==> src/rtl/ov7670_pkg.sv <==
// rtl/ov7670_pkg.sv - shared states and constants for the OV7670/AL422 frame sequencer
package ov7670_pkg;

  typedef enum logic [2:0] {
    IDLE    = 3'd0,
    WAIT_VS = 3'd1,
    WRST    = 3'd2,
    CAPTURE = 3'd3,
    RD_REQ  = 3'd4,
    READING = 3'd5
  } ov_state_e;

  // 200 ms at 40 MHz
  localparam int OV_FRAME_TIMEOUT_DEF = 8_000_000;

  // Level the FIFO reader drives on RD_FRAME when it is idle or has finished a frame
  localparam logic RD_FRAME_IDLE = 1'b1;

endpackage

==> src/rtl/ov_vsync_sync.sv <==
// rtl/ov_vsync_sync.sv - two-flop VSYNC synchroniser with registered rising-edge pulse
module ov_vsync_sync (
  input  logic clk_i,
  input  logic rst_n_i,
  input  logic vsync_i,
  output logic vs_rise_o
);

  logic meta_q, sync_q, prev_q, rise_q;

  // Pulse is registered, so it appears three clocks after the pin rises
  always_ff @(posedge clk_i or negedge rst_n_i) begin
    if (!rst_n_i) begin
      meta_q <= 1'b0;
      sync_q <= 1'b0;
      prev_q <= 1'b0;
      rise_q <= 1'b0;
    end else begin
      meta_q <= vsync_i;
      sync_q <= meta_q;
      prev_q <= sync_q;
      rise_q <= sync_q & ~prev_q;
    end
  end

  assign vs_rise_o = rise_q;

endmodule

==> src/rtl/ov7670_frame_ctrl.sv <==
// rtl/ov7670_frame_ctrl.sv - frame-at-a-time write/read sequencer for the OV7670 + AL422 path
module ov7670_frame_ctrl
  import ov7670_pkg::*;
#(
  parameter int WRST_CYCLES    = 3,
  parameter int TIMEOUT_CYCLES = OV_FRAME_TIMEOUT_DEF,
  parameter int CNT_W          = 16
) (
  input  logic             CLK_40M,
  input  logic             RST_N,
  input  logic             OV_VSYNC,
  input  logic             HOST_REQ,
  input  logic             CONT_MODE,
  input  logic             ERR_CLR,
  input  logic             RD_FRAME,
  output logic             OV_WEN,
  output logic             OV_WRST,
  output logic             READ_EN,
  output logic             BUSY,
  output logic             FRAME_DONE,
  output logic [CNT_W-1:0] FRAME_CNT,
  output logic             TIMEOUT_ERR
);

  localparam int WCW = $clog2(WRST_CYCLES + 1);
  localparam int WDW = $clog2(TIMEOUT_CYCLES + 1);

  ov_state_e        state_q, state_d;
  logic             wen_q, wen_d;
  logic             wrst_q, wrst_d;
  logic             rden_q, rden_d;
  logic             busy_q, busy_d;
  logic             done_q, done_d;
  logic [CNT_W-1:0] cnt_q, cnt_d;
  logic             err_q, err_d;
  logic [WCW-1:0]   wcnt_q, wcnt_d;
  logic [WDW-1:0]   wd_q, wd_d;
  logic             vs_rise;
  logic             wd_active;
  logic             timeout;

  ov_vsync_sync u_vsync_sync (
    .clk_i     (CLK_40M),
    .rst_n_i   (RST_N),
    .vsync_i   (OV_VSYNC),
    .vs_rise_o (vs_rise)
  );

  assign wd_active = (state_q == WAIT_VS) || (state_q == CAPTURE) ||
                     (state_q == RD_REQ)  || (state_q == READING);

  always_comb begin
    state_d = state_q;
    wen_d   = wen_q;
    wrst_d  = wrst_q;
    rden_d  = rden_q;
    done_d  = 1'b0;
    cnt_d   = cnt_q;
    err_d   = ERR_CLR ? 1'b0 : err_q;
    wcnt_d  = wcnt_q;
    wd_d    = wd_q;
    timeout = 1'b0;

    case (state_q)
      IDLE: begin
        if (HOST_REQ || CONT_MODE) state_d = WAIT_VS;
      end
      WAIT_VS: begin
        if (vs_rise) begin
          state_d = WRST;
          wen_d   = 1'b1;
          wrst_d  = 1'b0;
          wcnt_d  = '0;
        end
      end
      WRST: begin
        if (wcnt_q == WCW'(WRST_CYCLES - 1)) begin
          wrst_d  = 1'b1;
          state_d = CAPTURE;
        end else begin
          wcnt_d = wcnt_q + WCW'(1);
        end
      end
      CAPTURE: begin
        if (vs_rise) begin
          wen_d   = 1'b0;
          rden_d  = 1'b1;
          state_d = RD_REQ;
        end
      end
      RD_REQ: begin
        if (RD_FRAME != RD_FRAME_IDLE) begin
          rden_d  = 1'b0;
          state_d = READING;
        end
      end
      READING: begin
        if (RD_FRAME == RD_FRAME_IDLE) begin
          done_d  = 1'b1;
          cnt_d   = cnt_q + CNT_W'(1);
          state_d = IDLE;
        end
      end
      default: state_d = IDLE;
    endcase

    // A genuine event on the watchdog's final cycle takes precedence over the timeout
    if (wd_active && (wd_q == WDW'(TIMEOUT_CYCLES - 1)) && (state_d == state_q)) begin
      timeout = 1'b1;
      err_d   = 1'b1;
      wen_d   = 1'b0;
      rden_d  = 1'b0;
      wrst_d  = 1'b1;
      state_d = IDLE;
    end

    if (state_d != state_q) wd_d = '0;
    else if (wd_active)     wd_d = wd_q + WDW'(1);

    busy_d = (state_d != IDLE);
  end

  always_ff @(posedge CLK_40M or negedge RST_N) begin
    if (!RST_N) begin
      state_q <= IDLE;
      wen_q   <= 1'b0;
      wrst_q  <= 1'b1;
      rden_q  <= 1'b0;
      busy_q  <= 1'b0;
      done_q  <= 1'b0;
      cnt_q   <= '0;
      err_q   <= 1'b0;
      wcnt_q  <= '0;
      wd_q    <= '0;
    end else begin
      state_q <= state_d;
      wen_q   <= wen_d;
      wrst_q  <= wrst_d;
      rden_q  <= rden_d;
      busy_q  <= busy_d;
      done_q  <= done_d;
      cnt_q   <= cnt_d;
      err_q   <= err_d;
      wcnt_q  <= wcnt_d;
      wd_q    <= wd_d;
    end
  end

  assign OV_WEN      = wen_q;
  assign OV_WRST     = wrst_q;
  assign READ_EN     = rden_q;
  assign BUSY        = busy_q;
  assign FRAME_DONE  = done_q;
  assign FRAME_CNT   = cnt_q;
  assign TIMEOUT_ERR = err_q;

endmodule

==> config.mk <==
export PLATFORM = sky130hd
export DESIGN_NAME = ov7670_frame_ctrl
export DESIGN_NICKNAME = d
export VERILOG_FILES = /design/src/rtl/ov7670_pkg.sv /design/src/rtl/ov_vsync_sync.sv /design/src/rtl/ov7670_frame_ctrl.sv
export SDC_FILE = /design/constraint.sdc
export NUM_CORES = 1
export LEC_CHECK = 0
export BUFFER_PORTS_ARGS = -buffer_cell sky130_fd_sc_hd__buf_4
export CORE_MARGIN = 5
export CORE_UTILIZATION = 35
export DETAILED_ROUTE_END_ITERATION = 12
export PLACE_DENSITY = 0.61
export SLEW_MARGIN = 40
export SYNTH_ARGS = -nofsm -noshare
export SYNTH_HDL_FRONTEND = slang
export SYNTH_SLANG_ARGS = --single-unit
export TNS_END_PERCENT = 50
==> constraint.sdc <==
create_clock -name CLK_40M -period 5.5 [get_ports CLK_40M]
set_clock_uncertainty 0.2 [all_clocks]
set_input_delay 0.275 -clock CLK_40M [delete_from_list [all_inputs] [get_ports CLK_40M]]
set_output_delay 0.275 -clock CLK_40M [all_outputs]
set_load 0.005 [all_outputs]
==> results of run 1 <==
==> logic make-up (layout without fill, tap and decap cells) <==
kind of cell	after synthesis	after routing	synth area share, %
xor+xnor	25	25	7.76
fa+ha+maj	3	3	1.33
flops	54	54	47.9
compound gates	70	70	16.5
buf+inv	21	46	3.64
simple gates	97	97	21.2
mux	4	4	1.55
==> final cells by class <==
cell class	instances	area (um^2)	area share, %
Multi-Input combinational cell	199	1370	42.1
Sequential cell	54	1350	41.7
Timing Repair Buffer	33	259	7.98
Tap cell	102	128	3.93
Clock buffer	6	82.6	2.54
Clock inverter	2	38.8	1.20
Inverter	5	18.8	0.578
==> through the flow <==
step | instances | total power [mW]
final | 401 | 1.13
after global routing | 401 | 1.21
after detailed placement | 390 | 0.855
after CTS | 401 | 1.15
after floorplan | 274 | 0.748
after global placement | 389 | 0.846
==> final timing paths <==
kind	from	cells after the start	end	slack, ns
setup / recovery	state_q[2]$_DFF_PN0_	5	state_q[1]$_DFF_PN0_	2.91
hold / removal	u_vsync_sync.meta_q$_DFF_PN0_	0	u_vsync_sync.sync_q$_DFF_PN0_	0.16
setup reg to reg	state_q[2]$_DFF_PN0_	5	state_q[1]$_DFF_PN0_	2.91
hold reg to reg	u_vsync_sync.meta_q$_DFF_PN0_	0	u_vsync_sync.sync_q$_DFF_PN0_	0.16
max in group asynchronous	RST_N	2	wd_q[1]$_DFFE_PN0P_	4.28
min in group asynchronous	RST_N	2	wd_q[19]$_DFFE_PN0P_	0.35
==> metal layers <==
layer | share of wire (%) | vias up | GRT usage, %
li1 | - | 1085 | -
met1 | 49 | 1088 | 16.8
met2 | 48 | 31 | 19.9
met3 | 2.7 | 4 | 2.15
met4 | 1.0 | 0 | 3.68
met5 | 0 | - | 0
==> state kept, by name, indices dropped and copies added, names as in the netlist <==
signal	cells
wd_q	23
FRAME_CNT	16
state_q	3
wcnt_q	2
BUSY	1
FRAME_DONE	1
OV_WEN	1
OV_WRST	1
READ_EN	1
TIMEOUT_ERR	1
u_vsync_sync.meta_q	1
u_vsync_sync.prev_q	1
u_vsync_sync.sync_q	1
u_vsync_sync.vs_rise_o	1
==> cell usage in the layout (no fill, tap or decap), types with 5 or more instances in the layout <==
cell type  instances
o31ai_1           10
a21oi_1           16
dfrtp_1           53
a211oi_1          10
nand4_1           10
or4_1             14
xnor2_1           17
clkbuf_8           6
nand2_1           17
xor2_1             8
nand3_1           11
nor2_1             7
inv_1              5
a31oi_1            5
o21ai_0           10
buf_4             29
nor3_1             8
and4_1             6
==> power by group through the flow <==
stage	Sequential (mW)	Combinational [mW]	Clock (mW)
detailed placement	0.525	0.330	0
floorplan	0.476	0.272	0
finish	0.519	0.332	0.283
global placement	0.523	0.322	0
CTS	0.519	0.335	0.297
global route	0.528	0.371	0.310
==> reports/results.ini, run 1 <==
[worst_setup_path]
worst-path-buf-inv = 1
path_cells = and2b_1 > o21ai_2 > nor4_4 > buf_6 > a211oi_1
required_ns = 5.46
worst_path_max_delay_cell = dfrtp_1
worstSetupPathType = reg -> reg
end_kind = flop
arrival_ns = 2.55
path_max_fanout = 21
cp-start-kind = flop
critical_path.max_stage_delay_ns = 0.74
crit_family = simple AND/OR/NAND/NOR gates

[global_route]
grt_pass1_wl_mm = 10.0
grt_overflow = 0
grt_use_total_pct = 12.3
grt_start_max_net_pins = 55
first_global_vias = 2106
antenna_found_initial = 0

[sta]
hold_violations = 0
rsz0062_at_grt = false
tns_ns = 0
fmax_mhz = 387
drv_slew = 0
fin_crit_ns = 2.59
setup_viol = 0
holdWs_ns = 0.163
setup_ws_ns = 2.91
post-route-period-util_pct = 47.0
tightest_slew_ns = 0.731
slew-limit-headroom_pct = 51.3

[floorplanning]
ios = 29
die-area_mm2 = 0.00996
row_count = 32
die_w_um = 99.8
die_y_um = 99.8
start_util_pct = 36.1
fp.coreArea_mm2 = 0.00781

[logic_synthesis]
synth_top_area_share_pct = 47.0
ys_ff_latch = 54
synth_commonest_cells = 53 x dfrtp_1, 17 x nand2_1, 17 x xnor2_1, 16 x a21oi_1, 14 x or4_1
yosysUniqueCellTypes = 53
synthCells = 274
synth_edf_count = 0
synthTopCellsByArea = dfrtp_1 47%, xnor2_1 5.3%, or4_1 3.7%
ys_warn_count = 0
syn-num-nets = 284
seq_area_frac_synth_pct = 47.9
synth_ff_type = dfrtp_1
async_flop_share_pct = 100
synth.most_common_cell = dfrtp_1
yosys.area.top_type = dfrtp_1
syn-cell-area_mm2 = 0.00282
avgSynthCellArea_um2 = 10.3

[cells_and_area]
final_util_pct = 41.6
syn2layout_area_growth_pct = 15.0
fillCellCount = 741
drive_above_1_share_pct = 16.4
final_area_mm2 = 0.00325
nNetsFinal = 308
diodes = 0

[route]
vias_per_cell = 5.51
drc = 0
vias = 2208
drtIter0Drc = 80
firstDrtPassIters = 4
detail-route-antenna-nets = 0
routed_wl_mm = 6.01
wl_per_cell_um = 15.0

[clock_tree]
cts-root-to-sink-buffers = 2
root_buffer = clkbuf_8
cts_made_buffers = 5
cts_tree = yes
hold_buffers = 3
cts-resized-gates = 0
path_clk_slew_ns = 0.10
cts_sinks = 54
cts_setup_buffers = 0
clk_latency_ns = 0.30
cts_max_level = 2

[placement]
place.port_buffers = 28
dpl_cell_area_mm2 = 0.00309
hpwl_mm = 4.02
place.gp.congestion = 0.786
pre_cts_ws_ns = 2.99

[pwr]
p_per_area_mw_per_mm2 = 350
p_leak_nw = 1.30
p_int_mw = 0.736
switching_share_pct = 35.1
combPwrFrac_pct = 29.3
switchingPower_mw = 0.399
share_seq_of_total_power_pct = 45.8
clkPwrFrac_pct = 25.0
max-vdd-ir-drop_mv = 0.143

[hold_path]
hp-class = reg -> reg

[outcome]
status = completed

[job]
drv_cap = 0

Power figures use the tool's default switching activity.
==> inputs of run 2 (changes only) <==
Clock period 5.5 ns to 2.65 ns, I/O delays scaled along.
==> reports/results.ini, run 2 (synthesis results as in run 1) <==
[route]
firstDrtPassIters = 4
routed_wl_mm = 6.05
detail-route-antenna-nets = 0
drc = 0
wl_per_cell_um = 14.9
vias_per_cell = 5.59
vias = 2275
drtIter0Drc = 103

[global_route]
grt_start_max_net_pins = 55
first_global_vias = 2126
antenna_found_initial = 0
grt_pass1_wl_mm = 10.3
grt_use_total_pct = 12.6
grt_overflow = 0

[sta]
hold_violations = 0
drv_slew = 0
setup_viol = 0
fmax_mhz = 422
tns_ns = 0
tightest_slew_ns = 0.695
fin_crit_ns = 2.37
slew-limit-headroom_pct = 53.7
rsz0062_at_grt = false
setup_ws_ns = 0.282
post-route-period-util_pct = 89.3

[placement]
hpwl_mm = 4.11
place.gp.congestion = 0.835
place.port_buffers = 28
pre_cts_ws_ns = 0.301

[cells_and_area]
drive_above_1_share_pct = 18.0
largest_reg_flops = 23
syn2layout_area_growth_pct = 16.8
multi_input_area_mm2 = 0.00137
final_cell_mix = 53 x dfrtp_1, 35 x buf_4, 17 x nand2_1, 17 x xnor2_1, 16 x a21oi_1
largest_register = wd_q
seq_area_mm2 = 0.00135
final_common_cell = dfrtp_1
diodes = 0
nNetsFinal = 314
fillCellCount = 783

[worst_setup_path]
worstSetupPathType = reg -> reg
worst_path_max_delay_cell = dfrtp_1
path_cells = a21oi_1 > a21oi_1 > nor4_4 > buf_4 > a211oi_1
path_max_fanout = 19
crit_family = compound AO/OA/AOI/OAI gates
critical_path.max_stage_delay_ns = 0.74
end_kind = flop
required_ns = 2.67
arrival_ns = 2.39
cp-start-kind = flop
worst-path-buf-inv = 1
cp_common_cell = a21oi_1

[floorplanning]
die_y_um = 99.8
die_w_um = 99.8
row_count = 32
die-area_mm2 = 0.00996
fp.coreArea_mm2 = 0.00781
ios = 29
start_util_pct = 36.1

[job]
drv_cap = 0

[clock_tree]
root_buffer = clkbuf_8
path_clk_slew_ns = 0.11
cts-root-to-sink-buffers = 2
cts_max_level = 2
clk_latency_ns = 0.31
cts_tree = yes
cts_sinks = 54
cts_made_buffers = 5

[pwr]
max-vdd-ir-drop_mv = 0.293
p_per_area_mw_per_mm2 = 721
p_leak_nw = 1.33

[outcome]
status = completed

[hold_path]
hp-class = in -> reg

-- run 2: cell type report --
type	count	share of cell area, %
flip-flops and latches	54	41.1
repair buffers	39	9.49
clock inverters	3	1.44
well taps	102	3.87
inverters	5	0.570
clock buffers	5	2.09
multi-input cells	199	41.5
-- run 2: worst paths after layout --
path	startpoint	endpoint	slack [ns]	depth (start not counted)
max in group asynchronous	RST_N	FRAME_CNT[8]$_DFFE_PN0P_	1.59	2
worst min-delay path	RD_FRAME	BUSY$_DFF_PN0_	0.05	4
min in group asynchronous	RST_N	wd_q[19]$_DFFE_PN0P_	0.20	2
worst max register to register	state_q[0]$_DFF_PN0_	wd_q[17]$_DFFE_PN0P_	0.28	5
worst min register to register	u_vsync_sync.meta_q$_DFF_PN0_	u_vsync_sync.sync_q$_DFF_PN0_	0.16	0
worst max-delay path	state_q[0]$_DFF_PN0_	wd_q[17]$_DFFE_PN0P_	0.28	5
-- run 2: layer usage --
layer | global-route usage [%] | up-vias | share of wire (%)
li1 | - | 1098 | -
met1 | 17.1 | 1131 | 47
met2 | 20.4 | 42 | 48
met3 | 2.50 | 4 | 3.6
met4 | 3.78 | 0 | 0.81
met5 | 0 | - | 0
-- run 2: worst register-to-register path, delay by kind of cell, from the launching register on --
family	cells	cell delay (ns)
AO/OA/AOI/OAI	3	1.08
AND/OR/NAND/NOR	1	0.07
buffers and inverters	1	0.19
flip-flops	1	0.74
-- run 2: timing repair --
action	CTS	global route
hold endpoints to repair	55	0
setup endpoints to repair	0	0
hold buffers	3	0
gates resized for setup	0	0
setup buffers	0	0
-- run 2: metrics by stage --
stage	area, um^2	hold slack (ns)	total power, mW	cells	util, %
final	3290	0.0452	2.38	407	42.2
after global placement	3150	0.0240	1.80	396	40.3
after CTS	3290	0.0372	2.41	407	42.2
after detailed placement	3150	0.0315	1.81	396	40.3
after floorplan	2820	-0.363	1.55	274	-
after global routing	3290	0.0677	2.53	407	42.2
-- run 2: where the power goes --
part | switching [mW] | internal (mW)
combinational | 0.395 | 0.342
clock | 0.294 | 0.289
sequential | 0.139 | 0.916
total | 0.828 | 1.55
